==> config.mk <==
export PLATFORM = sky130hd
export DESIGN_NAME = csr_regfile_ext
export DESIGN_NICKNAME = d
export VERILOG_FILES = /design/src/rtl/csr_regfile_ext.sv
export SDC_FILE = /design/constraint.sdc
export NUM_CORES = 1
export LEC_CHECK = 0
export CORE_AREA = 4 4 432 434
export DETAILED_ROUTE_END_ITERATION = 10
export DIE_AREA = 0 0 436 438
export DONT_BUFFER_PORTS = 1
export GPL_TIMING_DRIVEN = 0
export SYNTH_ARGS = -nofsm -noshare
export SYNTH_HDL_FRONTEND = slang
export SYNTH_SLANG_ARGS = --single-unit
==> constraint.sdc <==
create_clock -name clk_i -period 36.1 [get_ports clk_i]
set_input_delay 0 -clock clk_i [delete_from_list [all_inputs] [get_ports clk_i]]
set_output_delay 0 -clock clk_i [all_outputs]
set_load 0.05 [all_outputs]
==> src/rtl/csr_regfile_ext.sv <==
// CSR register file with per-register RW/RO/WO/W1C access, byte strobes, a hardware update port and an interrupt.
// Bus requests are acknowledged one cycle later with registered read data and violation code.
module csr_regfile_ext #(
    parameter int                           REG_DW     = 32,
    parameter int                           REG_AW     = 6,
    parameter int                           NUM_REGS   = 16,
    parameter logic [2*NUM_REGS-1:0]        REG_ACCESS = '0,
    parameter logic [NUM_REGS*REG_DW-1:0]   RESET_VAL  = '0
) (
    input  logic                            clk_i,
    input  logic                            arst_i,
    input  logic [REG_AW-1:0]               reg_addr_i,
    input  logic [REG_DW-1:0]               reg_wdata_i,
    input  logic [REG_DW/8-1:0]             reg_wstrb_i,
    input  logic                            reg_write_i,
    input  logic                            reg_read_i,
    output logic                            reg_ack_o,
    output logic [REG_DW-1:0]               reg_rdata_o,
    output logic [1:0]                      access_violation_o,
    input  logic [NUM_REGS-1:0]             hw_we_i,
    input  logic [NUM_REGS*REG_DW-1:0]      hw_wdata_i,
    output logic [NUM_REGS*REG_DW-1:0]      hw_rdata_o,
    output logic                            irq_o
);

    localparam int               NB     = REG_DW / 8;
    localparam logic [1:0]       ACC_RW  = 2'b00;
    localparam logic [1:0]       ACC_RO  = 2'b01;
    localparam logic [1:0]       ACC_WO  = 2'b10;
    localparam logic [1:0]       ACC_W1C = 2'b11;
    localparam logic [REG_AW:0]  NREGS_W = (REG_AW+1)'(NUM_REGS);

    logic [REG_DW-1:0] regs_q [NUM_REGS];
    logic [REG_DW-1:0] regs_d [NUM_REGS];

    logic              ack_q, ack_d;
    logic [REG_DW-1:0] rdata_q, rdata_d;
    logic [1:0]        viol_q, viol_d;

    logic              in_range;
    logic [REG_DW-1:0] wmask;
    logic [REG_DW-1:0] sel_val;
    logic [1:0]        sel_mode;
    logic              irq_c;

    assign in_range = ({1'b0, reg_addr_i} < NREGS_W);

    always_comb begin
        wmask = '0;
        for (int b = 0; b < NB; b++) begin
            wmask[b*8 +: 8] = {8{reg_wstrb_i[b]}};
        end
    end

    // Next-state per register; for W1C the hardware set is applied after the clear so set wins.
    always_comb begin
        for (int i = 0; i < NUM_REGS; i++) begin
            logic sw_hit;
            sw_hit    = reg_write_i && in_range && (reg_addr_i == REG_AW'(i));
            regs_d[i] = regs_q[i];
            case (REG_ACCESS[2*i +: 2])
                ACC_RW, ACC_WO: begin
                    if (sw_hit) regs_d[i] = (regs_q[i] & ~wmask) | (reg_wdata_i & wmask);
                end
                ACC_RO: begin
                    if (hw_we_i[i]) regs_d[i] = hw_wdata_i[i*REG_DW +: REG_DW];
                end
                default: begin
                    if (sw_hit)     regs_d[i] = regs_q[i] & ~(reg_wdata_i & wmask);
                    if (hw_we_i[i]) regs_d[i] = regs_d[i] | hw_wdata_i[i*REG_DW +: REG_DW];
                end
            endcase
        end
    end

    always_comb begin
        sel_val  = '0;
        sel_mode = ACC_RW;
        for (int i = 0; i < NUM_REGS; i++) begin
            if (reg_addr_i == REG_AW'(i)) begin
                sel_val  = regs_q[i];
                sel_mode = REG_ACCESS[2*i +: 2];
            end
        end
    end

    always_comb begin
        ack_d   = reg_write_i || reg_read_i;
        rdata_d = '0;
        viol_d  = 2'd0;
        if (ack_d) begin
            if (!in_range) begin
                viol_d = 2'd3;
            end else if (reg_write_i && sel_mode == ACC_RO) begin
                viol_d = 2'd1;
            end else if (reg_read_i && sel_mode == ACC_WO) begin
                viol_d = 2'd2;
            end
            if (reg_read_i && in_range && sel_mode != ACC_WO) rdata_d = sel_val;
        end
    end

    always_ff @(posedge clk_i or posedge arst_i) begin
        if (arst_i) begin
            for (int i = 0; i < NUM_REGS; i++) begin
                regs_q[i] <= RESET_VAL[i*REG_DW +: REG_DW];
            end
            ack_q   <= 1'b0;
            rdata_q <= '0;
            viol_q  <= 2'd0;
        end else begin
            for (int i = 0; i < NUM_REGS; i++) begin
                regs_q[i] <= regs_d[i];
            end
            ack_q   <= ack_d;
            rdata_q <= rdata_d;
            viol_q  <= viol_d;
        end
    end

    always_comb begin
        irq_c = 1'b0;
        for (int i = 0; i < NUM_REGS; i++) begin
            hw_rdata_o[i*REG_DW +: REG_DW] = regs_q[i];
            if (REG_ACCESS[2*i +: 2] == ACC_W1C) irq_c = irq_c | (|regs_q[i]);
        end
    end

    assign irq_o              = irq_c;
    assign reg_ack_o          = ack_q;
    assign reg_rdata_o        = rdata_q;
    assign access_violation_o = viol_q;

endmodule

==> impl_metrics.ini <==
[synth]
yosys_register_bits = 546
yosys.area_share.simple_pct = 5.12
synth_edf_count = 0
yosysWarnings = 0
yosys.cell_types.count = 62
synthArstFlopShare_pct = 100
synthXorXnorAreaFrac_pct = 0
seq_area_frac_synth_pct = 55.1
synth_area_mm2 = 0.0248
avgSynthCellArea_um2 = 13.4
synthCells = 1851
synth-compound-area-share_pct = 8.12
synthMuxAreaShare_pct = 29.4
synth-main-ff-cell = dfrtp_1
synth_fp_nets = 2425
synth_top_family_by_area = multiplexers
synth_fa_ha_area_share_pct = 0

[critical_path]
crit_chain = buf_2 > nor2b_1 > clkbuf_1 > clkbuf_1 > a221oi_1 > nor3_1 > a21oi_1 > a31oi_1
start_kind = input pin
worst_ep_required_time_ps = 36570
critPathBufInv = 3
cpLargestDelayFamily = buffers and inverters
cp-end-kind = flip-flop
crit_path_top_delay_cell = clkbuf_1
worst-path-max-fanout = 10
r2r_slack_ps = 32730
path_class = in -> reg
max_stage_delay_ps = 1140
r2r_cells = 5
crit_path_frequent_cell = clkbuf_1
r2r-end = reg_rdata_o[0]
arrival_ps = 4230

[clock_tree]
ctsHtreeMaxLevel = 2
insertion_delay_ps = 670
clkSinkCount = 546
cts_tree = built
clk_path_buf_depth = 3
path_clk_slew_ps = 60
cts_root_buffer = clkbuf_16
cts_resized = 0
numCtsBuffers = 60

[global_routing]
overflow = 0
grt_max_degree = 121
grt_usage_pct = 17.1
grt_pass1_wl_mm = 213
antenna_found_initial = 23
first_global_vias = 18368

[route]
firstDrtPassIters = 5
drt_wl_total_mm = 170
ant_nets = 0
wire_per_inst_um = 38.5
drc = 0
num_vias = 18753
avgViaCountPerCell = 4.25
drt_iter0_markers = 2039

[final_layout]
drive_gt1_share_pct = 38.3
fin_nets = 2530
syn_to_final_growth_pct = 22.7
final_common_cell = dfrtp_1
layout_common_cells = 546 x dfrtp_1, 522 x mux2_2, 94 x nand2_1, 86 x clkbuf_1, 79 x o21ai_0
fin_cells = 4415

[sta]
finalCritPeriodShare_pct = 10.4
rsz0062_at_grt = false
slew_headroom_pct = 0.686
hold_viol = 0
setup_tns_ps = 0
tightest_slew_ps = 1490
fmax_mhz = 266
finalClockSkew_ps = 16.3
setup_viol = 0
layout_min_cycle_time_ps = 3760
drv_slew = 0

[power_and_ir_drop]
power.switching_mw = 0.543
power.internal_mw = 1.05
combPwrFrac_pct = 8.6
clkPwrFrac_pct = 40.4
total_power_mw = 1.59
p_leak_nw = 13.2
netSwitchingFraction_pct = 34.1
p_per_area_mw_per_mm2 = 52.3
seq_power_share_pct = 51.1
ir_worst_vdd_v = 0.0000361

[placed_design]
place_inst = 4244
dp_hpwl_mm = 138
place.gp.congestion = 0.892
io_buffers = 0

[die]
die_x_um = 436
die_h_um = 438
io_pins = 1122
die_area_mm2 = 0.191
row_count = 157
core_area_mm2 = 0.183
initial_core_util_pct = 13.6

[hold_path]
holdCritPathClass = in -> async

[status]
status = finished with violations
violations = max-capacitance violations

[flow_run]
cap_violations = 1
cell families after synthesis:
group,Yosys count
mux,614
flops,546
compound gates,311
simple gates,256
buf+inv,123
other cells,1
how the worst max path moves through the flow:
stage                     slack (ps)  depth (start not counted)                          to     startpoint
after floorplan                20840                          1  asynchronous set/reset pin         arst_i
after global placement         14130                          1  asynchronous set/reset pin         arst_i
after detailed placement       31620                          7                   flip-flop  reg_addr_i[0]
after CTS                      32330                          7                   flip-flop  reg_addr_i[0]
after global routing           32460                          7                   flip-flop  reg_addr_i[0]
final                          32340                          8              reg_rdata_o[0]  reg_addr_i[1]
power groups by stage:
| stage | clock network (mW) | registers [mW] | logic [mW] |
|---|---|---|---|
| after detailed placement | 0 | 0.825 | 0.128 |
| final | 0.642 | 0.811 | 0.136 |
| after CTS | 0.650 | 0.813 | 0.138 |
| after global routing | 0.673 | 0.813 | 0.144 |
| after global placement | 0 | 0.824 | 0.123 |
| after floorplan | 0 | 0.787 | 0.0747 |
Yosys cell counts (6+ instances only):
cell / instances / area (um2)
a21oi_1: 69 / 345
buf_4: 10 / 75.1
nor2_2: 34 / 213
clkbuf_1: 73 / 274
mux4_2: 39 / 878
dfrtp_1: 546 / 13700
o21ai_0: 79 / 395
mux2_1: 8 / 90.1
o22ai_1: 33 / 206
nor2_1: 67 / 251
mux2i_1: 45 / 450
o2bb2ai_1: 9 / 78.8
o221ai_1: 10 / 87.6
nor2b_1: 6 / 37.5
a221oi_1: 22 / 193
nand2_1: 94 / 353
buf_2: 28 / 140
a31oi_1: 11 / 68.8
nor3_1: 6 / 30.0
a211oi_1: 15 / 113
mux2_2: 522 / 5880
buf_1: 8 / 30.0
nand2_2: 12 / 75.1
a22oi_1: 19 / 143
stage by stage:
| stage | area [um2] | worst slack (ps) | hold WS (ps) | utilization (%) |
|---|---|---|---|---|
| after floorplan | 24800 | 20840 | 120 | - |
| after global placement | 27800 | 14130 | 130 | 15.2 |
| after detailed placement | 28000 | 31620 | -33.7 | 15.3 |
| after CTS | 30300 | 32330 | 20.0 | 16.6 |
| after global routing | 30400 | 32460 | 53.6 | 16.6 |
| final | 30400 | 32340 | 26.3 | 16.6 |
tightest hold or removal path, stage by stage:
cell	delay (ps)
dlygate4sd3_1	610
inv_8	170
buf_16	330
layer usage:
metal | wire length, um | vias up | part of all wire [%] | track usage (%)
met2 | 88400 | 1097 | 52 | 31.3
met1 | 52700 | 10097 | 31 | 16.2
met3 | 13000 | 388 | 7.6 | 4.70
li1 | - | 7161 | - | -
met4 | 15800 | 10 | 9.3 | 13.0
met5 | 73 | - | 0.043 | 0
repair_timing:
action / 4_1_cts / 5_1_grt
hold buffers: 35 / 0
hold endpoints to repair: 749 / 0
setup buffers: 0 / 0
cell type report:
type	instances	area [um2]
clock buffers	88	1750
repair buffers	43	547
clock inverters	23	251
diodes	25	62.6
well taps	2385	2980
fillers	20086	152000
flip-flops and latches	546	13700
multi-input cells	1182	10600
inverters	4	22.5
plain buffers	119	526
Power figures use the tool's default switching activity.
